File: src/rtl/sumador_serie.sv
// Digit-serial unsigned adder: adds DIGIT bits per clock over WIDTH/DIGIT cycles
// and publishes {carry_out, sum} once, with a one-cycle done pulse.
module sumador_serie #(
  parameter int WIDTH = 8,
  parameter int DIGIT = 1
) (
  input  logic             clk,
  input  logic             rst,
  input  logic             start,
  input  logic [WIDTH-1:0] a,
  input  logic [WIDTH-1:0] b,
  input  logic             cin,
  output logic             busy,
  output logic             done,
  output logic [WIDTH:0]   sum
);

  localparam int N     = WIDTH / DIGIT;
  localparam int CNT_W = (N > 1) ? $clog2(N) : 1;
  localparam logic [CNT_W-1:0] LAST = CNT_W'(N - 1);

  if (WIDTH < 2) begin : g_bad_width
    $error("sumador_serie: WIDTH must be at least 2");
  end
  if (DIGIT < 1 || (WIDTH % DIGIT) != 0) begin : g_bad_digit
    $error("sumador_serie: DIGIT must divide WIDTH exactly");
  end

  typedef enum logic [1:0] {IDLE, RUN, DONE} state_t;

  state_t           state_q, state_d;
  logic [WIDTH-1:0] a_q, a_d;
  logic [WIDTH-1:0] b_q, b_d;
  logic [WIDTH-1:0] res_q, res_d;
  logic             carry_q, carry_d;
  logic [CNT_W-1:0] cnt_q, cnt_d;
  logic [WIDTH:0]   sum_q, sum_d;

  logic [DIGIT:0]   digit_sum;
  logic [WIDTH-1:0] res_shift;
  logic             accept;
  logic             last;

  // State register
  always_ff @(posedge clk or posedge rst) begin
    if (rst) begin
      state_q <= IDLE;
    end else begin
      state_q <= state_d;
    end
  end

  // Next-state logic
  always_comb begin
    state_d = state_q;
    case (state_q)
      IDLE:    if (start) state_d = RUN;
      RUN:     if (cnt_q == LAST) state_d = DONE;
      DONE:    state_d = start ? RUN : IDLE;
      default: state_d = IDLE;
    endcase
  end

  // Outputs decode straight from registers, so no input reaches an output combinationally
  always_comb begin
    busy = (state_q == RUN);
    done = (state_q == DONE);
    sum  = sum_q;
  end

  // Datapath: one digit per RUN cycle, the partial result enters from the top
  always_comb begin
    accept    = start && (state_q != RUN);
    last      = (state_q == RUN) && (cnt_q == LAST);
    digit_sum = {1'b0, a_q[DIGIT-1:0]} + {1'b0, b_q[DIGIT-1:0]}
              + {{DIGIT{1'b0}}, carry_q};
    res_shift = (res_q >> DIGIT)
              | (WIDTH'(digit_sum[DIGIT-1:0]) << (WIDTH - DIGIT));

    a_d     = a_q;
    b_d     = b_q;
    res_d   = res_q;
    carry_d = carry_q;
    cnt_d   = cnt_q;
    sum_d   = sum_q;

    if (accept) begin
      a_d     = a;
      b_d     = b;
      carry_d = cin;
      cnt_d   = '0;
      res_d   = '0;
    end else if (state_q == RUN) begin
      a_d     = a_q >> DIGIT;
      b_d     = b_q >> DIGIT;
      carry_d = digit_sum[DIGIT];
      res_d   = res_shift;
      cnt_d   = cnt_q + CNT_W'(1);
    end

    if (last) begin
      sum_d = {digit_sum[DIGIT], res_shift};
    end
  end

  always_ff @(posedge clk or posedge rst) begin
    if (rst) begin
      a_q     <= '0;
      b_q     <= '0;
      res_q   <= '0;
      carry_q <= 1'b0;
      cnt_q   <= '0;
      sum_q   <= '0;
    end else begin
      a_q     <= a_d;
      b_q     <= b_d;
      res_q   <= res_d;
      carry_q <= carry_d;
      cnt_q   <= cnt_d;
      sum_q   <= sum_d;
    end
  end

endmodule

File: config.mk
export PLATFORM = sky130hd
export DESIGN_NAME = sumador_serie
export DESIGN_NICKNAME = d
export VERILOG_FILES = /design/src/rtl/sumador_serie.sv
export SDC_FILE = /design/constraint.sdc
export NUM_CORES = 1
export LEC_CHECK = 0
export ABC_AREA = 1
export CAP_MARGIN = 5
export CORE_MARGIN = 4
export CORE_UTILIZATION = 36
export CTS_CLUSTER_DIAMETER = 150
export CTS_CLUSTER_SIZE = 8
export DETAILED_ROUTE_END_ITERATION = 10
export HOLD_SLACK_MARGIN = 0.12
export PLACE_DENSITY = 0.63
export SLEW_MARGIN = 20
export SYNTH_ARGS = -nofsm -noshare
export SYNTH_HDL_FRONTEND = slang
export SYNTH_SLANG_ARGS = --single-unit
File: constraint.sdc
create_clock -name clk -period 1.2 [get_ports clk]
set_input_delay 0.18 -clock clk [delete_from_list [all_inputs] [get_ports clk]]
set_output_delay 0.18 -clock clk [all_outputs]
set_load 0.03 [all_outputs]
==> impl_metrics.env <==
export IMPL_status="complete, no violations"
export IMPL_htreeDepth=2
export IMPL_grt_use_met3=0.0367
export IMPL_syn_area_per_cell_sq_um=9.69
export IMPL_rsz0062_at_grt="yes"
export IMPL_setup_viol=0
export IMPL_cts_tree="done"
export IMPL_dr_pass1_iters=4
export IMPL_synthCells=183
export IMPL_max_cap_viol_count=0
export IMPL_ir_drop_v=0.000824
export IMPL_synthDistinctLibCells=22
export IMPL_core_rowCount=25
export IMPL_chipWidth_microns=78.2
export IMPL_cp_start_kind="register"
export IMPL_diodes=0
export IMPL_fmax_mhz=835
export IMPL_fin_nets=242
export IMPL_met1_usage=0.143
export IMPL_drc_errors=0
export IMPL_leakage_nw=1.07
export IMPL_area_growth_synth_to_final_pct=27.5
export IMPL_clock_path_buffers=2
export IMPL_worst_slew_pin_slew_ns=0.504
export IMPL_placed_cells=276
export IMPL_globalplace_congestion=0.701
export IMPL_fill_cells=469
export IMPL_cts_clk_slew_worst_paths_ns=0.07
export IMPL_cts_buffers_inserted=5
export IMPL_antenna_found_initial=0
export IMPL_total_power_w=0.00543
export IMPL_grt_pass1_vias=1373
export IMPL_power_density_nw_per_um2=2400
export IMPL_crit_fanout=2
export IMPL_initial_utilization=0.373
export IMPL_cts_root_buf="clkbuf_8"
export IMPL_arrival_ns=1.02
export IMPL_drv_slew=0
export IMPL_synthesis_nets=206
export IMPL_first_iter_violations=71
export IMPL_grt_ovfl_total=0
export IMPL_wire_per_inst_microns=11.6
export IMPL_post_route_min_period_ns=1.20
export IMPL_clock_skew_ns=0.00553
export IMPL_grt_usage=0.122
export IMPL_grt_pass1_wl_mm=6.00
export IMPL_maxSlewHeadroom=0.664
export IMPL_die_h_microns=78.2
export IMPL_clk_latency_ns=0.28
export IMPL_numClockSinks=38
export IMPL_vias=1334
export IMPL_finalHoldViolations=0
export IMPL_core_area_sq_um=4750
export IMPL_final_antenna_net_count=0
export IMPL_final_cells=287
export IMPL_dpl_hpwl_mm=2.18
export IMPL_final_layout_size_suffix_gt1_frac=0.241
export IMPL_cp_end_kind="primary output"
export IMPL_hold_class="input port to asynchronous set/reset pin"
export IMPL_drt_total_wl_mm=3.34
export IMPL_io_pins=31
export IMPL_holdBufCountCts=0
export IMPL_seq_area_frac_synth=0.536
export IMPL_critPathRequiredTime_ns=1.02
export IMPL_grt_max_degree=39
export IMPL_die_area_sq_um=6110
export IMPL_syn_area_sq_um=1770
export IMPL_vias_per_cell=4.65
export IMPL_fin_crit_sh=0.998
export IMPL_ys_seq_elements=38
export IMPL_final_common_cell="nand2_1"
export IMPL_yosys_warnings=0
export IMPL_numPortBuffers=30
export IMPL_grtUsageMet2=0.208
export IMPL_final_cell_mix="nand2_1, nand3_1, dfrtp_1"
export IMPL_grt_busiest_layer="met2"
export IMPL_critical_path_class="register to primary output"
export IMPL_rr_worst_depth=3
-- through the flow --
| stage | TNS, ns | setup slack, ns | util | hold slack (ns) | instance area [sq um] |
|---|---|---|---|---|---|
| finish | 0 | 0.00264 | 0.475 | 0.248 | 2260 |
| global route | -0.271 | -0.0489 | 0.475 | 0.270 | 2260 |
| CTS | -0.0288 | -0.0164 | 0.470 | 0.250 | 2230 |
| detailed placement | -3.10 | -0.183 | 0.445 | 0.457 | 2120 |
| global placement | -2.95 | -0.160 | 0.445 | 0.452 | 2120 |
| floorplan | 0 | 0.0455 | - | 0.322 | 1770 |
-- routing by layer --
metal | vias up | routed length (microns) | part of all wire
met5 | - | 0 | 0
met4 | 0 | 74 | 0.022
met3 | 7 | 174 | 0.052
met2 | 29 | 1590 | 0.48
met1 | 622 | 1500 | 0.45
li1 | 676 | - | -
-- cell usage after synthesis --
cell,n,area [sq um]
buf_8,1,15.0
nor2_8,1,20.0
inv_2,3,11.3
buf_2,4,20.0
buf_4,2,15.0
nand2_2,2,12.5
fa_1,1,20.0
inv_1,5,18.8
o21ai_2,4,35.0
dfrtp_1,38,951
nor2_4,1,11.3
o21ai_0,2,10.0
ha_1,2,25.0
o22ai_1,1,6.26
nand2_1,53,199
buf_12,2,40.0
nor2_1,1,3.75
nand3_2,8,80.1
nand3_1,48,240
nand2_4,1,11.3
buf_6,2,22.5
o21ai_1,1,5.00
-- state kept, by name, summed over array words and instances, names as in the netlist --
name	flops
carry_q	1
cnt_q	3
a_q	8
sum	9
b_q	8
res_q	7
state_q	2
-- final timing paths --
| check | startpoint | endpoint | slack (ns) |
|---|---|---|---|
| max | state_q[1]$_DFFE_PP0P_ | busy | 0.003 |
| min | rst | sum[7]$_DFFE_PP0P_ | 0.25 |
| max reg2reg | a_q[0]$_DFFE_PP0P_ | res_q[7]$_DFFE_PP0P_ | 0.05 |
| min reg2reg | res_q[6]$_DFFE_PP0P_ | sum[5]$_DFFE_PP0P_ | 0.47 |
| max in group asynchronous | rst | state_q[0]$_DFFE_PP0P_ | 0.76 |
| min in group clk | a[7] | a_q[7]$_DFFE_PP0P_ | 0.45 |
-- area by class of cell --
| cell class | instances | area, sq um | area share |
|---|---|---|---|
| Multi-Input combinational cell | 126 | 707 | 0.313 |
| Timing Repair Buffer | 40 | 393 | 0.174 |
| Inverter | 8 | 32.5 | 0.0144 |
| Clock buffer | 7 | 86.3 | 0.0382 |
| Clock inverter | 1 | 5.00 | 0.00221 |
| Sequential cell | 38 | 952 | 0.421 |
| Tap cell | 67 | 83.8 | 0.0371 |
-- power breakdown --
group	leakage [nW]	switching [W]	internal [W]
combinational	0.534	0.00140	0.000985
sequential	0.486	0.000336	0.00183
clock	0.0482	0.000418	0.000463
total	1.07	0.00216	0.00327
-- what timing repair did --
action                                  in CTS  in global routing
pin swaps                                    1                  5
setup buffers                                2                  1
cloned                                       0                  0
endpoints found under the setup margin      12                 31
resized for setup                           13                 11
-- critical path, stage by stage, from the launching register on --
cell,delay [ns]
dfrtp_1,0.42
nor2_4,0.17
buf_6,0.15
-- logic make-up (layout without fill, tap and decap cells) --
| kind of cell | Yosys count | count (layout) | share of synthesized area |
|---|---|---|---|
| AO/OA/AOI/OAI | 8 | 8 | 0.0318 |
| adder cells (fa/ha/maj) | 3 | 3 | 0.0254 |
| buffers and inverters | 19 | 56 | 0.0804 |
| flip-flops | 38 | 38 | 0.536 |
| AND/OR/NAND/NOR | 115 | 115 | 0.326 |
Note: power is estimated with default switching activity, not from simulation.
